<file path="src/rtl/bram_client_pkg.sv">
// bram_client_pkg: shared defaults, width helpers and word type for the BRAM dual client.
package bram_client_pkg;
    localparam int DEF_ADDR_WIDTH = 10;
    localparam int DEF_DATA_WIDTH = 32;
    localparam int DEF_RSP_DEPTH  = 4;
    localparam int MIN_RSP_DEPTH  = 2;
    typedef logic [DEF_DATA_WIDTH-1:0] rsp_word_t;
    function automatic int cnt_width(input int depth);
        return $clog2(depth) + 1;
    endfunction
    function automatic bit depth_ok(input int depth);
        return depth >= MIN_RSP_DEPTH && (depth & (depth - 1)) == 0;
    endfunction
endpackage

</file>
<file path="src/rtl/bram_client_rsp_fifo.sv">
// bram_client_rsp_fifo: register FIFO holding read responses; only pointers and count are reset.
module bram_client_rsp_fifo
    import bram_client_pkg::*;
#(
    parameter int DEPTH = DEF_RSP_DEPTH,
    parameter int WIDTH = DEF_DATA_WIDTH,
    localparam int CW = cnt_width(DEPTH),
    localparam int PW = $clog2(DEPTH)
) (
    input  logic             CLK,
    input  logic             RST,
    input  logic             push,
    input  logic [WIDTH-1:0] push_data,
    input  logic             pop,
    output logic [WIDTH-1:0] pop_data,
    output logic [CW-1:0]    count,
    output logic             full,
    output logic             empty
);
    logic [WIDTH-1:0] mem [DEPTH];
    logic [PW-1:0]    wr_ptr, rd_ptr;
    logic             do_push, do_pop;
    assign empty    = count == '0;
    assign full     = count == CW'(DEPTH);
    assign do_pop   = pop & ~empty;
    assign do_push  = push & (~full | do_pop);
    assign pop_data = mem[rd_ptr];
    always_ff @(posedge CLK or posedge RST) begin
        if (RST) begin
            wr_ptr <= '0;
            rd_ptr <= '0;
            count  <= '0;
        end else begin
            if (do_push) wr_ptr <= wr_ptr + PW'(1);
            if (do_pop) rd_ptr <= rd_ptr + PW'(1);
            count <= count + CW'(do_push) - CW'(do_pop);
        end
    end
    always_ff @(posedge CLK) begin
        if (do_push) mem[wr_ptr] <= push_data;
    end
endmodule

</file>
<file path="src/rtl/bram_dual_client.sv">
// bram_dual_client: valid/ready adapter for a simple-dual-port BRAM with buffered, in-order read responses.
// BRAM_CLIENT_COLLISION_FWD_EN forwards write data on same-address collisions instead of stalling the read.
module bram_dual_client
    import bram_client_pkg::*;
#(
    parameter int ADDR_WIDTH = DEF_ADDR_WIDTH,
    parameter int DATA_WIDTH = DEF_DATA_WIDTH,
    parameter int RSP_DEPTH  = DEF_RSP_DEPTH
) (
    input  logic                  CLK,
    input  logic                  RST,
    input  logic                  wr_req_valid,
    output logic                  wr_req_ready,
    input  logic [ADDR_WIDTH-1:0] wr_req_addr,
    input  logic [DATA_WIDTH-1:0] wr_req_data,
    input  logic                  rd_req_valid,
    output logic                  rd_req_ready,
    input  logic [ADDR_WIDTH-1:0] rd_req_addr,
    output logic                  rd_rsp_valid,
    input  logic                  rd_rsp_ready,
    output logic [DATA_WIDTH-1:0] rd_rsp_data,
    output logic                  ram_we,
    output logic [ADDR_WIDTH-1:0] ram_wr_addr,
    output logic [DATA_WIDTH-1:0] ram_di,
    output logic                  ram_re,
    output logic [ADDR_WIDTH-1:0] ram_rd_addr,
    input  logic [DATA_WIDTH-1:0] ram_do
);
    localparam int CW = cnt_width(RSP_DEPTH);
    logic                  pending, collision, credit_ok, rd_fire;
    logic                  fifo_full, fifo_empty;
    logic [CW-1:0]         fifo_count;
    logic [DATA_WIDTH-1:0] push_data;
    assign wr_req_ready = 1'b1;
    assign ram_we       = wr_req_valid;
    assign ram_wr_addr  = wr_req_addr;
    assign ram_di       = wr_req_data;
    assign ram_re       = rd_fire;
    assign ram_rd_addr  = rd_req_addr;
    assign collision    = rd_req_valid & wr_req_valid & (rd_req_addr == wr_req_addr);
    // A credit covers both buffered words and the one still in the RAM pipeline.
    assign credit_ok    = ~fifo_full & ((fifo_count + CW'(pending)) < CW'(RSP_DEPTH));
    assign rd_fire      = rd_req_valid & rd_req_ready;
    assign rd_rsp_valid = ~fifo_empty;
    always_ff @(posedge CLK or posedge RST) begin
        if (RST) pending <= 1'b0;
        else pending <= rd_fire;
    end
`ifdef BRAM_CLIENT_COLLISION_FWD_EN
    logic      fwd;
    rsp_word_t fwd_data;
    assign rd_req_ready = credit_ok;
    assign push_data    = fwd ? DATA_WIDTH'(fwd_data) : ram_do;
    always_ff @(posedge CLK or posedge RST) begin
        if (RST) fwd <= 1'b0;
        else fwd <= rd_fire & collision;
    end
    always_ff @(posedge CLK) begin
        if (rd_fire & collision) fwd_data <= rsp_word_t'(wr_req_data);
    end
`else
    // The RAM returns X on a same-address collision, so hold the read one cycle.
    assign rd_req_ready = credit_ok & ~collision;
    assign push_data    = ram_do;
`endif
    bram_client_rsp_fifo #(
        .DEPTH (RSP_DEPTH),
        .WIDTH (DATA_WIDTH)
    ) u_rsp_fifo (
        .CLK       (CLK),
        .RST       (RST),
        .push      (pending),
        .push_data (push_data),
        .pop       (rd_rsp_valid & rd_rsp_ready),
        .pop_data  (rd_rsp_data),
        .count     (fifo_count),
        .full      (fifo_full),
        .empty     (fifo_empty)
    );
endmodule

</file>
<file path="config.mk">
export PLATFORM = sky130hd
export DESIGN_NAME = bram_dual_client
export DESIGN_NICKNAME = d
export VERILOG_FILES = /design/src/rtl/bram_client_pkg.sv /design/src/rtl/bram_client_rsp_fifo.sv /design/src/rtl/bram_dual_client.sv
export SDC_FILE = /design/constraint.sdc
export NUM_CORES = 1
export LEC_CHECK = 0
export BUFFER_PORTS_ARGS = -buffer_cell sky130_fd_sc_hd__buf_2
export CELL_PAD_IN_SITES_DETAIL_PLACEMENT = 1
export CELL_PAD_IN_SITES_GLOBAL_PLACEMENT = 2
export CORE_MARGIN = 8
export CORE_UTILIZATION = 39
export CTS_CLUSTER_SIZE = 28
export DETAILED_ROUTE_END_ITERATION = 10
export GPL_ROUTABILITY_DRIVEN = 0
export PLACE_DENSITY = 0.84
export SLEW_MARGIN = 25
export SYNTH_ARGS = -nofsm -noshare
export SYNTH_HDL_FRONTEND = slang
export SYNTH_HIERARCHICAL = 1
export SYNTH_SLANG_ARGS = --single-unit
</file>
<file path="constraint.sdc">
create_clock -name CLK -period 4.3 [get_ports CLK]
set_input_delay 1.29 -clock CLK [delete_from_list [all_inputs] [get_ports CLK]]
set_output_delay 1.29 -clock CLK [all_outputs]
set_load 0.01 [all_outputs]
</file>
==> metrics.txt, run 1 <==
status finished, final reports clean; Worst-Margin Slew about 0.9 ns; first-pass GRT wire length ~17 mm; R2R depth 6; number of cells on the worst hold path 1; Pre-Repair DR Iteration Count 4; final-report max-slew violation count 0; vias in the first global route approximately 3100; postcts setup bufs 0; post-route ant nets 0; register area share after synthesis a little under three quarters; dominant synthesized flop cell edfxtp_1; P&R area growth vs syn 16.52%; Synth cell types 28; initial core utilization approximately two fifths; critical-path cell with the highest stage delay nor4_2; # hold bufs at CTS 0; hold path endpoint u_rsp_fifo/wr_ptr[1]; post-route minimum period roughly 3.6 ns; top routing layer in use met4; hold wc startpoint u_rsp_fifo/wr_ptr[1]; Post-Route WL around 11 mm; DIE WIDTH around 140 um; NumNets Final ~450; top cells by area, synth edfxtp_1 (68%), mux4_2 (13%), buf_4 (7.2%); cts bufs inserted 17; worst min path class register to register; final instance area between 6000 and 7000 um^2; hpwl dp between 7 and 8 mm; Std-Cell Core Area between 10000 and 15000 um^2; antenna violations before repair 0; CP startpoint kind input pin; top-area cell type share of the netlist area between 60% and 70%; port bufs between 100 and 150; Setup violations, final 0; R2R Path Start u_rsp_fifo/count[1]; Post-synth EDFFs 128; highest cell delay on the worst timing path about 0.33 ns; final setup TNS 0 ns; CP cell instances buf_2 -> xnor2_1 -> nand3_1 -> nor4_2 -> nor4b_1 -> buf_2; Post-Synthesis Net Count 377; Ant. Diodes 0; Pwr per Cell Area about 670 nW/um^2; R2R Setup Slk a little under 2 ns; Ports between 150 and 200; Placed Instances around 520; Setup Crit Path Kind input pin to output port; Die H 136.4 um; metal1 wirelength about 4.4 mm; non-filler cells, final 553; filler cell count 1381; clock skew 0.007412 ns; Post-route DRC 0; total gr overflow 0; Max VDD drop ~0.00031 V; Lkg Pwr 0.002377 uW; Worst R2R End u_rsp_fifo/mem[2][0]; most frequent cell after synthesis edfxtp_1; Crit path top cell by count buf_2; crit path capture type output port; Total GRT Usage 12.65%; register area about 4000 um^2; RSZ-0062 raised after global routing no; Mapped Cells about 280; cts repair resizes 0; synth cell count leaders edfxtp_1 (128), buf_4 (54), mux4_2 (32); Met3 Wirelength approximately 930 um; Synth Register Bits 136; die area between 15000 and 20000 um^2; Max-cap violations 0; Clock Tree Buf Depth 2; Sink Count about 140; Ys Warns 6; critical path arrival between 2 and 2.5 ns; critical path required time 3.01 ns; Mapped Area around 5700 um^2; Async S/R FF share, synth about 5.9%; via count 2675; largest net degree at the start of global routing 34; Crit Path Max Fanout 2; Mapped Avg Cell Area between 20 and 25 um^2; fraction of layout cells with a size suffix above 1 a little over half; root buffer cell clkbuf_16; routed wl met2 5.734 mm; Hold Violations, Final 0; cell accounting for the most synthesized area edfxtp_1; final worst path period share between 80% and 90%; Total Power around 4400 uW; wire per inst just over 20 um; f_max between 200 and 300 MHz; H-tree depth 4; vias per cell between 4 and 5; worst setup margin approximately 0.74 ns; CTS tree yes; Worst-Skew Late Latency ~0.4 ns; pre-CTS WS roughly 0.7 ns; Clock Pin Slew Worst Setup and Hold Paths ~0.06 ns; Slew HR 40.41%; Core Rows 44; dpl cell area 6037 um^2; initial DRC count about 140; area of the multi-input gates 1120 um^2
report_power, final:
group	internal, uW	switching, uW	total (uW)
Sequential	1700	195	1890
Clock	798	544	1340
Combinational	604	572	1180
state kept, by name, indices dropped and copies added, names as in the netlist:
signal	count
u_rsp_fifo/rd_ptr	2
u_rsp_fifo/wr_ptr	2
u_rsp_fifo/mem	128
u_rsp_fifo/count	3
pending	1
worst max path at each step:
stage                   start     end  slack, ns  depth (start not counted)
2_1_floorplan  rd_req_addr[0]  ram_re       0.97                          4
3_3_place_gp   wr_req_addr[0]  ram_re       0.78                          6
3_5_place_dp   wr_req_addr[3]  ram_re       0.71                          6
4_1_cts        wr_req_addr[3]  ram_re       0.70                          6
5_1_grt        wr_req_addr[3]  ram_re       0.66                          6
6_report       wr_req_addr[3]  ram_re       0.74                          6
cells by family after synthesis:
group / count (synthesis) / synth area share (%)
flops: 136 / 71.47
buf+inv: 70 / 8.823
mux: 33 / 13.00
simple gates: 17 / 2.101
xor+xnor: 16 / 2.477
fa+ha+maj: 6 / 1.460
compound gates: 3 / 0.5970
other cells: 1 / 0.06628
per-layer routing:
| metal | vias to the layer above | global-route usage (%) |
|---|---|---|
| met5 | - | 0 |
| met4 | 0 | 3.844 |
| met3 | 7 | 5.543 |
| met2 | 126 | 22.01 |
| met1 | 1354 | 13.61 |
| li1 | 1188 | - |
per-stage QoR:
| stage | util [%] | hold WS, ns |
|---|---|---|
| after detailed placement | 42.02 | 0.5791 |
| final | 45.88 | 0.5883 |
| after global placement | 42.02 | 0.5579 |
| after CTS | 45.88 | 0.5936 |
| after floorplan | - | 0.5348 |
| after global routing | 45.88 | 0.6220 |
worst max-delay path, delay by kind of cell:
family	cells	cell delay, ns
and+or+nand+nor	3	0.55
buffers and inverters	2	0.27
xor gates and xnor gates	1	0.16
placed cells by master, fill, tap and decap left out, types with 5 or more instances in the layout:
cell       synthesis  layout
xnor2_1           15      15
buf_2              3     112
clkbuf_16          0      17
inv_1              8       8
ha_1               5       5
mux4_2            32      32
dfrtp_1            8       6
edfxtp_1         128     128
cell type report:
type                            instances  share of cell area (%)
Tap cell                              184                   3.492
Inverter                                8                  0.4555
Sequential cell                       136                   61.38
Clock inverter                         14                   1.917
Multi-Input combinational cell         76                   16.99
Clock buffer                           18                   6.510
Timing Repair Buffer                  117                   9.262
Power figures use the tool's default switching activity.
==> run 2: changes to the inputs <==
--- a/config.mk
+++ b/config.mk
@@ -9,11 +9,11 @@
 export CELL_PAD_IN_SITES_DETAIL_PLACEMENT = 1
 export CELL_PAD_IN_SITES_GLOBAL_PLACEMENT = 2
 export CORE_MARGIN = 8
-export CORE_UTILIZATION = 39
+export CORE_UTILIZATION = 36
 export CTS_CLUSTER_SIZE = 28
 export DETAILED_ROUTE_END_ITERATION = 10
 export GPL_ROUTABILITY_DRIVEN = 0
-export PLACE_DENSITY = 0.84
+export PLACE_DENSITY = 0.78
 export SLEW_MARGIN = 25
 export SYNTH_ARGS = -nofsm -noshare
 export SYNTH_HDL_FRONTEND = slang
==> constraint.sdc (replaced) <==
create_clock -name CLK -period 3.3 [get_ports CLK]
set_input_delay 0.99 -clock CLK [delete_from_list [all_inputs] [get_ports CLK]]
set_output_delay 0.99 -clock CLK [all_outputs]
set_load 0.01 [all_outputs]
==> metrics.txt, run 2 (same netlist as run 1, synthesis figures left out) <==
status finished, final reports clean; Max-cap violations 0; worst min path class input pin to asynchronous set/reset pin; critical-path cell with the highest stage delay nor4_2; final-report max-slew violation count 0; Die H 141.4 um; max reg flops 128; hpwl dp ~7.5 mm; CP startpoint kind input pin; final setup TNS 0 ns; biggest regs u_rsp_fifo/mem: 128 flops, u_rsp_fifo/count: 3 flops; vias in the first global route 3194; register area a little over 4000 um^2; critical path arrival 1.94 ns; # hold bufs at CTS 0; clock skew around 0.0074 ns; Total Power around 5600 uW; first-pass GRT wire length ~17 mm; NumNets Final between 400 and 500; combinational fraction of design power slightly below 30%; initial core utilization ~36%; dpl cell area 6137 um^2; filler cell count roughly 1500; CTS tree yes; Post-route DRC 0; Clock Pin Slew Worst Setup and Hold Paths roughly 0.060 ns; DIE WIDTH 141.4 um; Sw Ratio approximately 29%; Pwr per Cell Area roughly 840 nW/um^2; RSZ-0062 raised after global routing no; postcts setup bufs 0; largest net degree at the start of global routing 26; crit path capture type output port; P&R area growth vs syn 17.20%; wire per inst roughly 19 um; cts bufs inserted 17; Core Rows 46; Max VDD drop around 0.00040 V; cts repair resizes 0; Hold Violations, Final 0; post-route ant nets 0; Pre-Repair DR Iteration Count 4; port bufs about 110; antenna violations before repair 0; Lkg Pwr roughly 0.0024 uW; root buffer cell clkbuf_16; Std-Cell Core Area 15600 um^2; fraction of layout cells with a size suffix above 1 about 51%; Ports roughly 180; clock network fraction of design power 28.1%; Total GRT Usage between 10% and 20%; internal power slightly below 4000 uW; die area approximately 20000 um^2; Sequential Power Share between 40% and 50%; net switching power about 1600 uW; total gr overflow 0; critical path buffer and inverter count 2; most frequent cells in the layout edfxtp_1 (128), buf_2 (112), mux4_2 (32); commonest non-fill, non-tap cell in the layout edfxtp_1; Ant. Diodes 0; f_max roughly 340 MHz; Setup Crit Path Kind input pin to output port; Clock Tree Buf Depth 2; Sink Count 136; Crit path top cell by count buf_2; post-route minimum period ~3 ns; H-tree depth 4; area of the multi-input gates 1120 um^2; final instance area between 6000 and 7000 um^2; cell family with most CP delay simple AND/OR/NAND/NOR gates; vias per cell 4.643; highest cell delay on the worst timing path roughly 0.32 ns; via count 2721; initial DRC count around 110; CP cell instances buf_2 -> xnor2_1 -> nand3_1 -> nor4_2 -> nor4b_1 -> buf_2; Setup violations, final 0; Biggest register u_rsp_fifo/mem; Post-Route WL between 10 and 15 mm; Worst-Skew Late Latency 0.41 ns; critical path required time 2.31 ns; Crit Path Max Fanout 2; final worst path period share about 89%
run 2: cell count changes in the layout (fill, tap and decap cells not counted), sizes merged:
cell,delta
bufinv,-1
inv,-3
buf,+3
clkinvlp,-2
clkinv,+3
clkbuf,+1
run 2: final cells by class:
cell class,instances,area share (%)
Clock inverter,11,0.9245
Inverter,8,0.4528
Sequential cell,136,61.02
Multi-Input combinational cell,76,16.89
Timing Repair Buffer,120,10.11
Clock buffer,19,6.528
Tap cell,216,4.075
run 2: stage by stage:
stage                     setup WS, ns  hold slack [ns]  std cells  utilization, %
after global routing            0.2939           0.3982        586           42.52
after global placement          0.3901           0.5651        556           39.35
after CTS                       0.3165           0.3948        586           42.52
final                           0.3697           0.4190        586           42.52
after floorplan                 0.5721           0.5348        282               -
after detailed placement        0.3232           0.5782        556           39.35
run 2: power groups by stage:
stage                     logic [uW]  registers [uW]  clock network, uW
after global placement          1680            2380                  0
after CTS                       1720            2370               1620
final                           1660            2370               1570
after floorplan                 1210            2330                  0
after global routing            1840            2400               1680
after detailed placement        1720            2410                  0
run 2: worst reg2reg max path: cells and delay by family (launching register included):
family	cells	cell delay, ns
simple gates	3	0.60
flops	1	0.45
xor+xnor	2	0.32
compound gates	2	0.33
fa+ha+maj	2	0.57
run 2: routing by layer:
metal | vias up | share of wire [%] | global-route usage, %
li1 | 1190 | - | -
met1 | 1388 | 42 | 13.48
met2 | 135 | 48 | 18.14
met3 | 8 | 9.3 | 5.477
met4 | 0 | 0.77 | 4.299
met5 | - | 0 | 0
run 2: final timing paths:
kind	from	to	slack, ns	depth (start not counted)
worst max register to register	u_rsp_fifo/count[1]	u_rsp_fifo/count[2]	0.97	9
worst min-delay path	RST	pending	0.42	2
worst max-delay path	wr_req_addr[8]	ram_re	0.37	6
max in group asynchronous	RST	u_rsp_fifo/rd_ptr[1]	2.51	2
worst min register to register	u_rsp_fifo/wr_ptr[1]	u_rsp_fifo/wr_ptr[1]	0.59	1
min in group CLK	u_rsp_fifo/wr_ptr[1]	u_rsp_fifo/wr_ptr[1]	0.59	1
==> run 3: changes to the inputs <==
--- a/config.mk
+++ b/config.mk
@@ -8,11 +8,11 @@
 export BUFFER_PORTS_ARGS = -buffer_cell sky130_fd_sc_hd__buf_2
 export CELL_PAD_IN_SITES_DETAIL_PLACEMENT = 1
 export CELL_PAD_IN_SITES_GLOBAL_PLACEMENT = 2
-export CORE_MARGIN = 8
 export CORE_UTILIZATION = 36
 export CTS_CLUSTER_SIZE = 28
 export DETAILED_ROUTE_END_ITERATION = 10
 export GPL_ROUTABILITY_DRIVEN = 0
+export GPL_TIMING_DRIVEN = 0
 export PLACE_DENSITY = 0.78
 export SLEW_MARGIN = 25
 export SYNTH_ARGS = -nofsm -noshare
==> metrics.txt, run 3 (same netlist as run 1, synthesis figures left out) <==
Std-Cell Core Area approximately 15000 um^2; Sink Count 136; Slew HR about three fifths; Setup Crit Path Kind register to output port; Setup violations, final 0; Worst-Skew Late Latency 0.42 ns; DIE WIDTH about 130 um; CP startpoint kind register; Lkg Pwr about 0.0028 uW; filler cell count approximately 1500; critical path required time around 2.3 ns; wire per inst approximately 16 um; H-tree depth 4; biggest regs u_rsp_fifo/mem: 128 flops, u_rsp_fifo/count: 3 flops; Sequential Power Share between 30% and 40%; most frequent cells in the layout buf_2 (147), edfxtp_1 (128), buf_4 (54); first-pass GRT wire length ~17 mm; port bufs 144; CP cell instances clkbuf_1 -> buf_2 -> mux4_2 -> buf_2; R2R Setup Slk around 0.96 ns; post-route minimum period between 2 and 3 ns; clock skew ~0.0052 ns; Biggest register u_rsp_fifo/mem; hpwl dp approximately 7.6 mm; Die H between 100 and 150 um; internal power ~4300 uW; fraction of layout cells with a size suffix above 1 between 50% and 60%; combinational fraction of design power a little under a third; Clock Tree Buf Depth 2; f_max between 300 and 400 MHz; Clock Pin Slew Worst Setup and Hold Paths 0.05 ns; final-report max-slew violation count 0; P&R area growth vs syn 29.46%; initial DRC count approximately 140; vias in the first global route between 3000 and 4000; initial core utilization 37.08%; die area 16220 um^2; postcts setup bufs 0; cts repair resizes 0; Total GRT Usage roughly 15%; final setup TNS 0 ns; post-route ant nets 0; largest net degree at the start of global routing 20; Ant. Diodes 0; Post-Route WL 11.08 mm; final worst path period share between 80% and 90%; final instance area about 7300 um^2; commonest non-fill, non-tap cell in the layout buf_2; Hold Violations, Final 0; Pre-Repair DR Iteration Count 4; Max-cap violations 0; max reg flops 128; critical path arrival about 1.9 ns; highest cell delay on the worst timing path 0.39 ns; dpl cell area 6758 um^2; CTS tree yes; status finished, final reports clean; critical-path cell with the highest stage delay mux4_2; Crit path top cell by count buf_2; net switching power 1668 uW; clock network fraction of design power 30.3%; Hold WS a little over 0.4 ns; antenna violations before repair 1; Core Rows between 40 and 50; Pwr per Cell Area 814.7 nW/um^2; Ports roughly 180; Post-route DRC 0; Sw Ratio between 20% and 30%; via count 3025; worst min path class input pin to asynchronous set/reset pin; Max VDD drop around 0.00053 V; cts bufs inserted 17; root buffer cell clkbuf_16; Worst-Margin Slew 0.6056 ns; NumNets Final roughly 540; vias per cell between 4 and 5; crit path capture type output port; RSZ-0062 raised after global routing no; Crit Path Max Fanout 10; total gr overflow 0; # hold bufs at CTS 0
run 3: path summary, 6_finish.rpt:
kind	depth (start not counted)	startpoint	end
worst min-delay path	2	RST	pending
worst max register to register	9	u_rsp_fifo/count[1]	u_rsp_fifo/count[2]
max in group asynchronous	2	RST	u_rsp_fifo/wr_ptr[0]
worst min register to register	1	u_rsp_fifo/wr_ptr[1]	u_rsp_fifo/wr_ptr[1]
min in group CLK	1	u_rsp_fifo/wr_ptr[1]	u_rsp_fifo/wr_ptr[1]
worst max-delay path	4	u_rsp_fifo/rd_ptr[1]	rd_rsp_data[6]
run 3: layout make-up:
class / count / area (um^2) / share of cell area [%]
clock buffer: 28 / 496.7 / 6.782
sequential: 136 / 4044 / 55.21
timing repair buffer: 148 / 830.8 / 11.34
inverter: 8 / 30.03 / 0.4100
buffer: 62 / 469.2 / 6.406
tap: 211 / 264.0 / 3.604
clock inverter: 4 / 70.07 / 0.9566
multi-input combinational: 76 / 1120 / 15.29
run 3: routing by layer:
metal | wire length, um | track usage (%)
met2 | 5566 | 24.78
met4 | 213 | 7.143
met1 | 4494 | 16.38
met5 | 13 | 0
met3 | 794 | 5.528
run 3: power groups by stage:
stage          Clock [uW]  Combinational, uW  Sequential (uW)
6_report             1810               1840             2320
5_1_grt              1910               2010             2350
4_1_cts              1850               1900             2330
3_5_place_dp            0               1890             2360
3_3_place_gp            0               1780             2350
2_1_floorplan           0               1210             2330
run 3: through the flow:
stage	util (%)	std cells	power (uW)	setup WS, ns
floorplan	-	282	3531	0.5721
global placement	43.53	637	4128	-0.2422
detailed placement	44.29	641	4244	0.3369
CTS	48.00	673	6079	0.3230
global route	48.00	673	6271	0.2407
finish	48.00	673	5967	0.3756
run 3: critical path, delay by kind of cell, from the launching register on:
| family | cells | cell delay [ns] |
|---|---|---|
| multiplexers | 1 | 0.39 |
| buffers and inverters | 3 | 0.81 |
| flip-flops | 1 | 0.31 |
